--- src/rtl/fifo_wr_arbiter_if.sv ---
// Producer-side handshake and FIFO write-port bundle for fifo_wr_arbiter.
// master = producers/FIFO environment, slave = the arbiter.
interface fifo_wr_arbiter_if #(
    parameter int NUM_REQ    = 4,
    parameter int DATA_WIDTH = 8
);
    localparam int ID_W = $clog2(NUM_REQ);

    logic [NUM_REQ-1:0]            req_valid;
    logic [NUM_REQ*DATA_WIDTH-1:0] req_data;
    logic [NUM_REQ-1:0]            req_ready;
    logic                          fifo_full;
    logic                          fifo_wr;
    logic [DATA_WIDTH-1:0]         fifo_wdata;
    logic                          grant_valid;
    logic [ID_W-1:0]               grant_id;

    modport master (
        output req_valid, req_data, fifo_full,
        input  req_ready, fifo_wr, fifo_wdata, grant_valid, grant_id
    );

    modport slave (
        input  req_valid, req_data, fifo_full,
        output req_ready, fifo_wr, fifo_wdata, grant_valid, grant_id
    );
endinterface

--- src/rtl/fifo_wr_arbiter.sv ---
// Round-robin burst arbiter sharing one FIFO write port among NUM_REQ producers.
// One IDLE arbitration cycle per grant, up to BURST_LEN beats per grant.
module fifo_wr_arbiter #(
    parameter int NUM_REQ    = 4,
    parameter int DATA_WIDTH = 8,
    parameter int BURST_LEN  = 4
) (
    input logic              clk,
    input logic              rst,
    fifo_wr_arbiter_if.slave bus
);
    localparam int ID_W  = $clog2(NUM_REQ);
    localparam int CNT_W = $clog2(BURST_LEN) + 1;

    localparam logic [0:0] S_IDLE  = 1'b0;
    localparam logic [0:0] S_GRANT = 1'b1;

    logic [0:0]       r_state;
    logic [ID_W-1:0]  r_grant_id;
    logic [ID_W-1:0]  r_rr_ptr;
    logic [CNT_W-1:0] r_beat_cnt;

    logic             w_found;
    logic [ID_W-1:0]  w_winner;
    logic [ID_W-1:0]  w_next_ptr;
    logic             w_gvalid;
    logic             w_xfer;
    logic             w_last;

    // Walk from the highest offset down so the lowest offset from rr_ptr wins.
    always_comb begin
        w_found  = 1'b0;
        w_winner = r_rr_ptr;
        for (int k = NUM_REQ - 1; k >= 0; k--) begin
            if (bus.req_valid[(int'(r_rr_ptr) + k) % NUM_REQ]) begin
                w_found  = 1'b1;
                w_winner = ID_W'((int'(r_rr_ptr) + k) % NUM_REQ);
            end
        end
    end

    assign w_gvalid   = bus.req_valid[r_grant_id];
    assign w_xfer     = (r_state == S_GRANT) && w_gvalid && !bus.fifo_full;
    assign w_last     = (r_beat_cnt == CNT_W'(BURST_LEN - 1));
    assign w_next_ptr = (r_grant_id == ID_W'(NUM_REQ - 1)) ? '0 : r_grant_id + ID_W'(1);

    for (genvar i = 0; i < NUM_REQ; i++) begin : g_ready
        assign bus.req_ready[i] = (r_state == S_GRANT) && (r_grant_id == ID_W'(i)) && !bus.fifo_full;
    end

    assign bus.fifo_wr     = w_xfer;
    assign bus.fifo_wdata  = w_xfer ? bus.req_data[r_grant_id*DATA_WIDTH +: DATA_WIDTH] : '0;
    assign bus.grant_valid = (r_state == S_GRANT);
    assign bus.grant_id    = r_grant_id;

    always_ff @(posedge clk or negedge rst) begin
        if (!rst) begin
            r_state    <= S_IDLE;
            r_grant_id <= '0;
            r_rr_ptr   <= '0;
            r_beat_cnt <= '0;
        end else if (r_state == S_IDLE) begin
            if (w_found) begin
                r_state    <= S_GRANT;
                r_grant_id <= w_winner;
                r_beat_cnt <= '0;
            end
        end else begin
            // A dropped valid ends the burst even while the FIFO is full.
            if (!w_gvalid) begin
                r_state  <= S_IDLE;
                r_rr_ptr <= w_next_ptr;
            end else if (w_xfer) begin
                r_beat_cnt <= r_beat_cnt + CNT_W'(1);
                if (w_last) begin
                    r_state  <= S_IDLE;
                    r_rr_ptr <= w_next_ptr;
                end
            end
        end
    end
endmodule

--- src/flat_wrapper.sv ---
// flat-port wrapper written by rule: the top's interface ports become plain ports
module fifo_wr_arbiter_flat 
#(
    parameter int NUM_REQ    = 4,
    parameter int DATA_WIDTH = 8,
    parameter int BURST_LEN  = 4
)
  (clk, rst, bus_req_valid, bus_req_data, bus_fifo_full, bus_req_ready, bus_fifo_wr, bus_fifo_wdata, bus_grant_valid, bus_grant_id);
  fifo_wr_arbiter_if #(.NUM_REQ(NUM_REQ), .DATA_WIDTH(DATA_WIDTH)) bus_i ();
  input logic clk;
  input logic rst;
  input wire logic [$bits(bus_i.req_valid)-1:0] bus_req_valid;
  input wire logic [$bits(bus_i.req_data)-1:0] bus_req_data;
  input wire logic [$bits(bus_i.fifo_full)-1:0] bus_fifo_full;
  output wire logic [$bits(bus_i.req_ready)-1:0] bus_req_ready;
  output wire logic [$bits(bus_i.fifo_wr)-1:0] bus_fifo_wr;
  output wire logic [$bits(bus_i.fifo_wdata)-1:0] bus_fifo_wdata;
  output wire logic [$bits(bus_i.grant_valid)-1:0] bus_grant_valid;
  output wire logic [$bits(bus_i.grant_id)-1:0] bus_grant_id;
  assign bus_i.req_valid = bus_req_valid;
  assign bus_i.req_data = bus_req_data;
  assign bus_i.fifo_full = bus_fifo_full;
  assign bus_req_ready = bus_i.req_ready;
  assign bus_fifo_wr = bus_i.fifo_wr;
  assign bus_fifo_wdata = bus_i.fifo_wdata;
  assign bus_grant_valid = bus_i.grant_valid;
  assign bus_grant_id = bus_i.grant_id;
  fifo_wr_arbiter #(.NUM_REQ(NUM_REQ), .DATA_WIDTH(DATA_WIDTH), .BURST_LEN(BURST_LEN)) u_core (.clk(clk), .rst(rst), .bus(bus_i));
endmodule
--- config.mk ---
export PLATFORM = sky130hd
export DESIGN_NAME = fifo_wr_arbiter_flat
export DESIGN_NICKNAME = d
export VERILOG_FILES = /design/src/rtl/fifo_wr_arbiter_if.sv /design/src/rtl/fifo_wr_arbiter.sv /design/src/flat_wrapper.sv
export SDC_FILE = /design/constraint.sdc
export NUM_CORES = 1
export LEC_CHECK = 0
export ABC_CLOCK_PERIOD_IN_PS = 2200
export BUFFER_PORTS_ARGS = -buffer_cell sky130_fd_sc_hd__clkbuf_2
export CORE_MARGIN = 3
export CORE_UTILIZATION = 42
export CTS_CLUSTER_SIZE = 30
export DETAILED_ROUTE_END_ITERATION = 16
export PLACE_DENSITY = 0.8
export SYNTH_ARGS = -nofsm -noshare
export SYNTH_HDL_FRONTEND = slang
export SYNTH_SLANG_ARGS = --single-unit
--- constraint.sdc ---
create_clock -name clk -period 2.2 [get_ports clk]
set_input_delay 0.44 -clock clk [delete_from_list [all_inputs] [get_ports clk]]
set_output_delay 0.44 -clock clk [all_outputs]
set_load 0.01 [all_outputs]
Word level (Yosys, flattened, before mapping)
Cells that the tools add are included.
{"block": "classes", "magnitude_cmp": 5, "n_reduce_logical": 19, "muxes": 35, "n_shift": 1, "n_bitwise": 4, "n_addsub": 5, "n_eq_ne": 8}
{"op": "$shiftx A32 B6 Y8", "n": 1}
{"op": "$mux W1", "n": 17}
{"op": "$mux W2", "n": 8}
{"op": "$lt A3 B4 Y1 const B", "n": 3}
{"op": "$mux W3", "n": 4}
{"op": "$bmux W1 S2", "n": 5}
{"op": "$logic_and A1 B1 Y1", "n": 10}
{"op": "$mux W8", "n": 1}
{"op": "$ne A2 B2 Y1 const B", "n": 4}
{"op": "$lt A2 B3 Y1 const B", "n": 2}
{"op": "$reduce_and A3 Y1", "n": 2}
{"op": "$reduce_or A2 Y1", "n": 3}
{"op": "$add A2 B1 Y2 const B", "n": 2}
{"op": "$add A2 B2 Y2 const B", "n": 2}
{"op": "$eq A2 B2 Y1 const B", "n": 2}
{"op": "$add A3 B1 Y3 const B", "n": 1}
{"op": "$and A1 B1 Y1 const A", "n": 3}
{"op": "$eq A3 B2 Y1 const B", "n": 1}
{"op": "$eq A2 B1 Y1 const B", "n": 1}
{"op": "$logic_not A2 Y1", "n": 1}
{"op": "$reduce_and A2 Y1", "n": 1}
{"op": "$reduce_bool A2 Y1", "n": 1}
{"op": "$logic_not A1 Y1", "n": 1}
{"op": "$not A1 Y1", "n": 1}
{"block": "totals", "in_bits": 39, "out_inout_bits": 16, "regBits": 8}

Longest topological paths before layout
{"block": "depth", "depth_word": 12, "mapped_depth": 6, "mapped_depth_nobuf": 6}

Worst setup path before layout
OpenSTA, ideal clock, no wires.
{"block": "synth_timing", "path_type": "register -> output", "start": "register u_core.r_grant_id[0], in the netlist u_core.bus.grant_id[0]", "end": "output port bus_fifo_wdata[0]", "path_slack_ns": 0.250, "arrival_ns": 1.510, "required_time_ns": 1.760, "path_stages_with_launch": 4, "cell_sequence": "dfrtp_1 buf_2 mux4_2 and3_1"}
{"block": "synth_via", "elab_chain_len": 5, "word_cells_on_any_way": 6, "cone_classes": "shift (1); mux (3); reduce/logical (2)"}
{"element": "from (decl)", "line": "fifo_wr_arbiter.sv:19", "source": "logic [ID_W-1:0] r_grant_id;"}
{"element": "from (signal assigned)", "line": "fifo_wr_arbiter.sv:65", "source": "r_grant_id <= w_winner;"}
{"element": "parallel branches: the longest is 4 deep, another holds $shiftx A32 B6 Y8"}
{"element": "$mux W8 *", "line": "fifo_wr_arbiter.sv:52", "source": "assign bus.fifo_wdata = w_xfer ? bus.req_data[r_grant_id*DATA_WIDTH +: DATA_WIDTH] : '0;"}
{"element": "to (decl)", "line": "flat_wrapper.sv:17", "source": "output wire logic [$bits(bus_i.fifo_wdata)-1:0] bus_fifo_wdata;"}
Mark *: on every way between the ends. The select of a mux whose other input is x is not followed.

Final worst setup path
{"block": "layout_timing", "start": "register u_core.r_grant_id[0], in the netlist u_core.bus.grant_id[0]", "end": "output port bus_fifo_wdata[5]"}
The elaborated chain is that of the path after synthesis.

==> impl_metrics.ini <==
[run_status]
status = finished clean

[worst_setup_path]
worstReg2RegStart = u_core.bus.grant_id[1]$_DFFE_PN0P_
reg2reg_depth = 4
arrival_ns = 1.69
worstSetupStartpointType = register
worstPathMaxFanout = 8
r2r_end = u_core.r_rr_ptr[1]$_DFFE_PN0P_
cp.required_ns = 1.76
worstSetupPathType = reg2out
cp-end-kind = primary output
r2r_slack_ns = 0.47

[cts]
path_clk_slew_ns = 0.05
post_cts_buffers = 0
postCtsHoldBufs = 0
cts_buffers = 3
cts.sinks = 8
cts_resized = 0
root_buffer = clkbuf_4
clk_latency_ns = 0.25
tritoncts = yes
ctsHtreeMaxLevel = 1
clockBufferDepth = 2

[routing]
num_vias = 881
wl_um = 2460
viasPerCell = 5.31
wirelength_met1_um = 907
wl_per_cell_um = 14.8
topRoutingLayerUsed = met4
drt_iter0_markers = 7
met3_wirelength_um = 230
wl_met2_um = 1280
ant_nets = 0
firstDrtPassIters = 4
drc = 0

[yosys]
synth-xor-area-share = 0.0103
synth_top_area_cell = mux4_2
synth_top_flop_cell = dfrtp_1
async_reset_ff_frac = 1.00
ys_ff_latch = 8
synth.avg_cell_area_um2 = 9.97
synth-compound-area-share = 0.106
muxShareOfSynthArea = 0.281
yosys_warnings = 0
synthTopCellsByCount = mux4_2, and3_1, dfrtp_1, inv_1
synthSimpleGateAreaFrac = 0.210
syn_area_um2 = 847
synthCells = 85
synth_top_family_by_area = multiplexers
yosysMostFrequentCell = mux4_2
synth_cell_types = 30
synth_edf_count = 0
yosysTopAreaCellShare = 0.239
synth_area_leaders = mux4_2, dfrtp_1, ha_1
syn_nets = 130
synthAdderAreaFrac = 0.0886
synth-seq-area-share = 0.236

[die]
die-height_um = 50.9
start_util = 0.465
fp-row-count = 15
die_x_um = 50.9
dieArea_um2 = 2590
core_area_um2 = 1820
pin_count = 55

[global_route]
grt_pass1_vias = 876
grt_first_pass_wirelength_um = 3900
grt_antenna_before_repair = 0
grt_max_degree = 14
grt_overflow = 0
grt_use_total = 0.203

[finish]
fin_area_um2 = 1180
diodes = 0
fillers = 160
drive_above_1_share = 0.525
nNetsFinal = 188
area_growth_pct = 39.0

[placement]
placed_area_um2 = 1150
place.gp.congestion = 0.823
port_buffers = 54
hpwl_um = 2090

[sta]
whs_ns = 0.0260
finClkSkew_ns = 0.000632
slew_violations = 0
finalCriticalPeriod_ns = 2.13
fin_setup_tns_ns = 0
worstMarginPinSlew_ns = 0.454
rsz0062_at_grt = no
setup_viol = 0
slew_headroom = 0.695
fin_crit_sh = 0.968
fmaxAchievable_mhz = 470
hold_viol_final = 0

[power_and_ir_drop]
p_per_area_nw_per_um2 = 1030
peakVddDrop_mv = 0.549
p_leak_uw = 0.000653

[min_path]
min_path_type = in2async

[flow_run]
maxCapViolations = 0
## cell type report
cell class                 count  area [um2]  area share
sequential                     8         200       0.170
multi-input combinational     64         589       0.501
tap                           25        31.3      0.0266
clock buffer                   3        22.5      0.0191
inverter                       8        30.0      0.0255
timing repair buffer          58         304       0.258
## layout by cell type, fill, tap and decap left out
cell type	netlist	layout
a21o_1	1	1
a21oi_1	2	2
a221oi_1	1	1
a2bb2oi_1	1	1
and2_1	4	4
and3_1	8	8
buf_4	0	3
buf_6	1	1
clkbuf_2	0	54
clkbuf_4	0	3
dfrtp_1	8	8
ha_1	6	6
inv_1	8	8
mux2_4	1	1
mux2i_1	2	2
mux4_2	9	9
nand2_1	6	6
nand2_4	1	1
nand2b_1	1	1
nand3_1	3	3
nor2_1	1	1
nor2b_1	4	4
nor4_1	2	2
o21ai_0	5	5
o21ai_1	1	1
o21ai_2	1	1
o221ai_1	1	1
o31ai_1	1	1
or2_2	1	1
xor2_1	1	1
## worst max-delay path, cell delays in order (launching register included)
cell and delay (ns):
dfrtp_1 0.42, buf_6 0.19, mux4_2 0.50, and3_1 0.21, clkbuf_2 0.13
## per-layer routing
layer / vias to the layer above / global-route usage
li1: 424 / -
met1: 406 / 0.210
met2: 47 / 0.371
met3: 4 / 0.0612
met4: 0 / 0.0942
met5: - / 0
## worst max-delay path by stage
| stage | from | to | slack [ns] | cells after the start |
|---|---|---|---|---|
| final | u_core.bus.grant_id[0]$_DFFE_PN0P_ | bus_fifo_wdata[5] | 0.07 | 4 |
| after global routing | u_core.bus.grant_id[0]$_DFFE_PN0P_ | bus_fifo_wdata[5] | 0.003 | 4 |
| after CTS | u_core.bus.grant_id[0]$_DFFE_PN0P_ | bus_fifo_wdata[5] | 0.03 | 4 |
| after detailed placement | bus_req_valid[3] | bus_fifo_wdata[5] | 0.25 | 4 |
| after global placement | bus_req_valid[3] | bus_fifo_wdata[3] | 0.27 | 4 |
| after floorplan | u_core.bus.grant_id[0]$_DFFE_PN0P_ | bus_fifo_wdata[0] | 0.25 | 3 |
## report_power, final
group	switching, uW	leakage (uW)	internal [uW]
Combinational	375	0.000538	425
Sequential	93.4	0.000101	210
Clock	46.6	0.0000138	62.2
## state kept, by name, summed over array words and instances, names as in the netlist
| signal | cells |
|---|---|
| u_core.bus.grant_id | 2 |
| u_core.bus.grant_valid | 1 |
| u_core.r_rr_ptr | 2 |
| u_core.r_beat_cnt | 3 |
## logic make-up after synthesis
group / count (synthesis)
DFF: 8
adders and majority gates: 6
AOI/OAI and AO/OA: 14
buffers and inverters: 13
muxes: 12
xor gates and xnor gates: 1
and+or+nand+nor: 31
## through the flow
step           total power (uW)   util  setup WS, ns  cells
3_5_place_dp               1100  0.632         0.249    163
5_1_grt                    1320  0.647       0.00334    166
3_3_place_gp               1060  0.632         0.273    163
2_1_floorplan               853      -         0.250     85
4_1_cts                    1220  0.645        0.0257    166
6_report                   1210  0.647        0.0711    166
No activity file was read; power rests on OpenSTA's default activity.
